===== src/rtl/pcie_arb_ctrl_if.sv =====
// Ingress-side bus of the PCIE VC arbiter: FIFO flags in, pop/push strobes and thresholds out.
interface pcie_arb_ctrl_if #(
  parameter int UMBRALES_L_H = 8
);
  logic                    init;
  logic [UMBRALES_L_H-1:0] umbral_L_in;
  logic [UMBRALES_L_H-1:0] umbral_H_in;
  logic [3:0]              in_empty;
  logic [7:0]              head_dest;
  logic [3:0]              out_almost_full;
  logic [7:0]              fifo_error;
  logic [3:0]              pop_in;
  logic [3:0]              push_out;
  logic [UMBRALES_L_H-1:0] umbral_L;
  logic [UMBRALES_L_H-1:0] umbral_H;
  logic [2:0]              state;
  logic                    idle;

  modport master (
    input  init, umbral_L_in, umbral_H_in, in_empty, head_dest, out_almost_full, fifo_error,
    output pop_in, push_out, umbral_L, umbral_H, state, idle
  );

  modport slave (
    output init, umbral_L_in, umbral_H_in, in_empty, head_dest, out_almost_full, fifo_error,
    input  pop_in, push_out, umbral_L, umbral_H, state, idle
  );
endinterface


===== src/rtl/pcie_arb_ctrl.sv =====
// PCIE VC central controller: reset/init/idle/active FSM, threshold latch, 4:1 pop arbiter.
// Optional macro ARB_STRICT_PRIO_EN: fixed priority (input 0 highest) instead of round-robin.
module pcie_arb_lane (
  input  logic       empty,
  input  logic [1:0] dest,
  input  logic [3:0] almost_full,
  input  logic       popped,
  output logic       elig
);
  // popped: empty flag lags the pop by one edge, so skip a lane right after its pop
  assign elig = !empty && !almost_full[dest] && !popped;
endmodule

module pcie_arb_ctrl #(
  parameter int UMBRALES_L_H = 8
) (
  input  logic            clk,
  input  logic            reset,
  pcie_arb_ctrl_if.master bus
);
  localparam int NUM_LANES = 4;
  localparam logic [NUM_LANES-1:0] ONE = NUM_LANES'(1);

  typedef enum logic [2:0] {
    S_RESET  = 3'd0,
    S_INIT   = 3'd1,
    S_IDLE   = 3'd2,
    S_ACTIVE = 3'd3,
    S_ERROR  = 3'd4
  } state_t;

  state_t state_q, state_d;

  logic [NUM_LANES-1:0]       pop_q, push_q, elig;
  logic [NUM_LANES-1:0][1:0]  lane_dest;
  logic [UMBRALES_L_H-1:0]    hold_l, hold_h, thr_l, thr_h;
  logic                       infl_vld;
  logic [1:0]                 infl_dest;
  logic                       gnt_vld;
  logic [1:0]                 gnt_idx, idx;
  logic                       run, take;
`ifndef ARB_STRICT_PRIO_EN
  logic [1:0]                 rr_ptr;
`endif

  assign lane_dest = bus.head_dest;

  genvar g;
  generate
    for (g = 0; g < NUM_LANES; g++) begin : g_lane
      pcie_arb_lane u_lane (
        .empty       (bus.in_empty[g]),
        .dest        (lane_dest[g]),
        .almost_full (bus.out_almost_full),
        .popped      (pop_q[g]),
        .elig        (elig[g])
      );
    end
  endgenerate

  always_comb begin
    gnt_vld = 1'b0;
    gnt_idx = '0;
    idx     = '0;
    for (int k = 0; k < NUM_LANES; k++) begin
`ifdef ARB_STRICT_PRIO_EN
      idx = 2'(k);
`else
      idx = rr_ptr + 2'(k);
`endif
      if (!gnt_vld && elig[idx]) begin
        gnt_vld = 1'b1;
        gnt_idx = idx;
      end
    end
  end

  always_ff @(posedge clk or negedge reset) begin
    if (!reset) state_q <= S_RESET;
    else        state_q <= state_d;
  end

  always_comb begin
    state_d = state_q;
    case (state_q)
      S_RESET:  state_d = S_INIT;
      S_INIT:   if (!bus.init) state_d = S_IDLE;
      S_IDLE:   if (bus.in_empty != '1) state_d = S_ACTIVE;
      S_ACTIVE: if (bus.in_empty == '1 && pop_q == '0 && push_q == '0) state_d = S_IDLE;
      S_ERROR:  state_d = S_ERROR;
      default:  state_d = S_RESET;
    endcase
    // init outranks error; neither applies while still leaving reset
    if (state_q != S_RESET) begin
      if (bus.init)                                 state_d = S_INIT;
      else if (|bus.fifo_error && state_q != S_INIT) state_d = S_ERROR;
    end
  end

  // strobes only move while we stay in ACTIVE; leaving it drops the in-flight word
  assign run  = (state_q == S_ACTIVE) && (state_d == S_ACTIVE);
  assign take = run && gnt_vld;

  always_ff @(posedge clk or negedge reset) begin
    if (!reset) begin
      pop_q     <= '0;
      push_q    <= '0;
      hold_l    <= '0;
      hold_h    <= '0;
      thr_l     <= '0;
      thr_h     <= '0;
      infl_vld  <= 1'b0;
      infl_dest <= '0;
`ifndef ARB_STRICT_PRIO_EN
      rr_ptr    <= '0;
`endif
    end else begin
      if (state_q == S_INIT && bus.init) begin
        hold_l <= bus.umbral_L_in;
        hold_h <= bus.umbral_H_in;
      end
      if (state_q == S_INIT && state_d == S_IDLE) begin
        thr_l <= hold_l;
        thr_h <= hold_h;
      end
      pop_q    <= take ? (ONE << gnt_idx) : '0;
      push_q   <= (run && infl_vld) ? (ONE << infl_dest) : '0;
      infl_vld <= take;
      if (take) begin
        infl_dest <= lane_dest[gnt_idx];
`ifndef ARB_STRICT_PRIO_EN
        rr_ptr    <= gnt_idx + 2'd1;
`endif
      end
    end
  end

  assign bus.pop_in   = pop_q;
  assign bus.push_out = push_q;
  assign bus.umbral_L = thr_l;
  assign bus.umbral_H = thr_h;
  assign bus.state    = state_q;
  assign bus.idle     = (state_q == S_IDLE);
endmodule


===== src/flat_wrapper.sv =====
// flat-port wrapper written by rule: the top's interface ports become plain ports
module pcie_arb_ctrl_flat 
#(
  parameter int UMBRALES_L_H = 8
)
  (clk, reset, bus_init, bus_umbral_L_in, bus_umbral_H_in, bus_in_empty, bus_head_dest, bus_out_almost_full, bus_fifo_error, bus_pop_in, bus_push_out, bus_umbral_L, bus_umbral_H, bus_state, bus_idle);
  pcie_arb_ctrl_if #(.UMBRALES_L_H(UMBRALES_L_H)) bus_i ();
  input  logic clk;
  input  logic reset;
  input wire logic [$bits(bus_i.init)-1:0] bus_init;
  input wire logic [$bits(bus_i.umbral_L_in)-1:0] bus_umbral_L_in;
  input wire logic [$bits(bus_i.umbral_H_in)-1:0] bus_umbral_H_in;
  input wire logic [$bits(bus_i.in_empty)-1:0] bus_in_empty;
  input wire logic [$bits(bus_i.head_dest)-1:0] bus_head_dest;
  input wire logic [$bits(bus_i.out_almost_full)-1:0] bus_out_almost_full;
  input wire logic [$bits(bus_i.fifo_error)-1:0] bus_fifo_error;
  output wire logic [$bits(bus_i.pop_in)-1:0] bus_pop_in;
  output wire logic [$bits(bus_i.push_out)-1:0] bus_push_out;
  output wire logic [$bits(bus_i.umbral_L)-1:0] bus_umbral_L;
  output wire logic [$bits(bus_i.umbral_H)-1:0] bus_umbral_H;
  output wire logic [$bits(bus_i.state)-1:0] bus_state;
  output wire logic [$bits(bus_i.idle)-1:0] bus_idle;
  assign bus_i.init = bus_init;
  assign bus_i.umbral_L_in = bus_umbral_L_in;
  assign bus_i.umbral_H_in = bus_umbral_H_in;
  assign bus_i.in_empty = bus_in_empty;
  assign bus_i.head_dest = bus_head_dest;
  assign bus_i.out_almost_full = bus_out_almost_full;
  assign bus_i.fifo_error = bus_fifo_error;
  assign bus_pop_in = bus_i.pop_in;
  assign bus_push_out = bus_i.push_out;
  assign bus_umbral_L = bus_i.umbral_L;
  assign bus_umbral_H = bus_i.umbral_H;
  assign bus_state = bus_i.state;
  assign bus_idle = bus_i.idle;
  pcie_arb_ctrl #(.UMBRALES_L_H(UMBRALES_L_H)) u_core (.clk(clk), .reset(reset), .bus(bus_i));
endmodule

===== config.mk =====
export PLATFORM = sky130hd
export DESIGN_NAME = pcie_arb_ctrl_flat
export DESIGN_NICKNAME = d
export VERILOG_FILES = /design/src/rtl/pcie_arb_ctrl_if.sv /design/src/rtl/pcie_arb_ctrl.sv /design/src/flat_wrapper.sv
export SDC_FILE = /design/constraint.sdc
export NUM_CORES = 1
export LEC_CHECK = 0
export ABC_AREA = 1
export BUFFER_PORTS_ARGS = -buffer_cell sky130_fd_sc_hd__buf_4
export CAP_MARGIN = 0
export CORE_AREA = 2 2 71 73
export DETAILED_ROUTE_END_ITERATION = 8
export DIE_AREA = 0 0 73 75
export PLACE_DENSITY = 0.87
export SLEW_MARGIN = 20
export SYNTH_ARGS = -nofsm -noshare
export SYNTH_HDL_FRONTEND = slang
export SYNTH_HIERARCHICAL = 1
export SYNTH_SLANG_ARGS = --single-unit

===== constraint.sdc =====
create_clock -name clk -period 4.6 [get_ports clk]
set_clock_uncertainty 0.05 [all_clocks]
set_input_delay 0 -clock clk [delete_from_list [all_inputs] [get_ports clk]]
set_output_delay 0 -clock clk [all_outputs]
set_load 0.01 [all_outputs]

==> out/results.ini <==
[logic_synthesis]
synth_nets=377
synth_area_um2=2510
synthCells=330
yosysMostFrequentCell=nand2_1
synth-main-ff-cell=dfrtp_1
yosys.area.top_type=dfrtp_1
yosys.area.top_type_share_pct=47.8
ys_warn_count=6
synth.distinct_cells=25
synth-seq-cells=48
synth.area.top_cells=dfrtp_1 (48%), nand2_1 (13%), inv_1 (6.9%), nor2_1 (6.9%), a21oi_1 (4.2%)
syn_area_per_cell_um2=7.62
yosysSeqAreaShare_pct=47.8
synth-edff-count=0
synth_common_cells=nand2_1 (84), dfrtp_1 (48), inv_1 (46), nor2_1 (46)
async_flop_share_pct=100

[die]
die_x_um=73
initial_core_util_pct=53.9
rows=25
pin_count=71
die-area_um2=5480
coreArea_um2=4660
die_y_um=75

[placed_design]
portBuffers=70
placedCellCount=447
place_congestion=0.834
hpwl_um=4260

[global_routing]
grt_max_degree=49
grt_pass1_vias=2209
top_usage_layer=met2
grt_overflow=0
antenna_found_initial=0
grtUsageMet2_pct=41.3
met3_usage_pct=4.82
grt_usage_pct=23.3
grt_pass1_wl_um=9820
met1_usage_pct=27.5

[timing]
fin_crit_sh_pct=46.2
slew_headroom_pct=34.3
hold_viol=0
finalCriticalPeriod_ns=2.13
worst_pin_slew_ns=0.982
slew_viol_final=0
rsz0062_at_grt=no
setup_tns_ns=0
setup_viol=0
fmax_mhz=470

[critical_path]
path_class=reg -> reg
cp.depth=15
arrival_ns=2.27
worstPathCellList=nor2_1 -> nand2_1 -> nor2_1 -> inv_1 -> nand2_1 -> nand2_1 -> nand2_2 -> nand2_4 -> a21oi_2 -> nand2_2 -> nand2_4 -> inv_1 -> ha_1 -> inv_1 -> nor2_1
cp-start-kind=flop
worst-path-buf-inv=3
end_kind=flop
max_stage_delay_ns=0.41
cp-startpoint=u_core/bus.pop_in[1]
cp_max_fo=8
r2r_cells=15
cpLargestDelayFamily=simple AND/OR/NAND/NOR gates
required_ns=4.74
worstReg2RegStart=u_core/bus.pop_in[1]
cp_slowest_cell=dfrtp_1

[route]
dr_total_vias=2388
routed_wl_um=6120
first_pass_iters=4
ant_nets=0
routed_via_density=5.04
drt_iter0_drc=179
drcViolationCount=0
wl_per_cell_um=12.9

[power]
powerDensity_nw_per_um2=485
design_power_total_w=0.00163
power_leakage_nw=1.83
ir_drop_mv=0.314

[layout]
n_fill_cell=350
drive_above_1_share_pct=25.2
syn_to_final_growth_pct=33.6
regArea_um2=1200
n_antenna_cell=0
nNetsFinal=466
multi_input_area_um2=1090
finalNonFillerCells=474

[clock_tree]
h-tree-depth=2
cts_made_buffers=5
clk_latency_ns=0.30
cts_buffer_depth=2
postCtsSetupBuffers=0
cts_tree=built
cts.sinks=48
root_buffer=clkbuf_8
clk_pin_slew_ns=0.09
hold_buffers=19
cts.repair.resized=0

[run]
drv_cap=0

[outcome]
status=finished clean

[worst_hold_path]
hp-class=in -> reg
whs_path_depth=5
hp-start=bus_head_dest[5]

## state kept, by name (all words and copies together), names as in the netlist
name / cells
u_core/bus.umbral_H: 8
u_core/bus.state: 3
u_core/hold_l: 8
u_core/infl_vld: 1
u_core/infl_dest: 2
u_core/bus.pop_in: 4
u_core/rr_ptr: 2
u_core/hold_h: 8
u_core/bus.umbral_L: 8
u_core/bus.push_out: 4
## report_power, final
group	switching, W	leakage (nW)	internal [W]
clock	0.000142	0.0516	0.000123
combinational	0.000435	1.20	0.000299
sequential	0.0000801	0.580	0.000549
total	0.000657	1.83	0.000972
## through the flow
stage	util, %	area, um^2	hold WS (ns)	setup slack (ns)
floorplan	-	2510	-0.346	2.74
global placement	65.9	3070	-0.0107	2.58
detailed placement	65.9	3070	-0.00557	2.52
CTS	72.1	3360	0.00378	2.50
global route	72.1	3360	0.0473	2.25
finish	72.1	3360	0.0139	2.47
## worst reg2reg max path: cells and delay by family, from the launching register on
kind / cells / cell delay [ns]
AOI/OAI and AO/OA: 1 / 0.14
adders and majority gates: 1 / 0.19
buffers and inverters: 3 / 0.20
DFF: 1 / 0.41
and+or+nand+nor: 10 / 1.03
## cell type report
| type | instances | share of cell area (%) |
|---|---|---|
| multi-input combinational | 225 | 32.4 |
| clock buffer | 6 | 2.46 |
| tap | 54 | 2.01 |
| sequential | 48 | 35.8 |
| inverter | 50 | 5.66 |
| clock inverter | 2 | 0.410 |
| timing repair buffer | 89 | 21.3 |
## metal layers
metal	wire length, um	vias up
met4	170	0
met1	2440	1098
li1	-	1195
met3	299	20
met5	0	-
met2	3220	75
## placed cells by master (no fill, tap or decap), drive strengths merged
| cell | Yosys | final |
|---|---|---|
| nand4 | 2 | 2 |
| ha | 4 | 4 |
| a21oi | 23 | 23 |
| a21boi | 1 | 1 |
| clkinv | 0 | 1 |
| nand2 | 99 | 99 |
| nand3 | 23 | 23 |
| nor3 | 2 | 2 |
| nor2 | 49 | 49 |
| o21bai | 1 | 1 |
| dlygate4sd3 | 0 | 19 |
| dfrtp | 48 | 48 |
| o21ai | 21 | 21 |
| buf | 3 | 70 |
| inv | 50 | 51 |
| clkbuf | 4 | 6 |
## cell families after synthesis
logic type                 synth area share [%]
AOI/OAI and AO/OA                          9.96
adders and majority gates                  1.99
buffers and inverters                      8.91
DFF                                        47.8
and+or+nand+nor                            31.4
## worst paths after layout
path	to	slack [ns]
worst min-delay path	u_core/infl_dest[1]	0.01
worst max register to register	u_core/bus.pop_in[3]	2.47
worst max-delay path	u_core/bus.pop_in[3]	2.47
worst min register to register	u_core/bus.umbral_H[3]	0.44
min in group asynchronous	u_core/bus.umbral_H[1]	0.20
max in group asynchronous	u_core/bus.state[0]	3.92
Note: power is estimated with default switching activity, not from simulation.
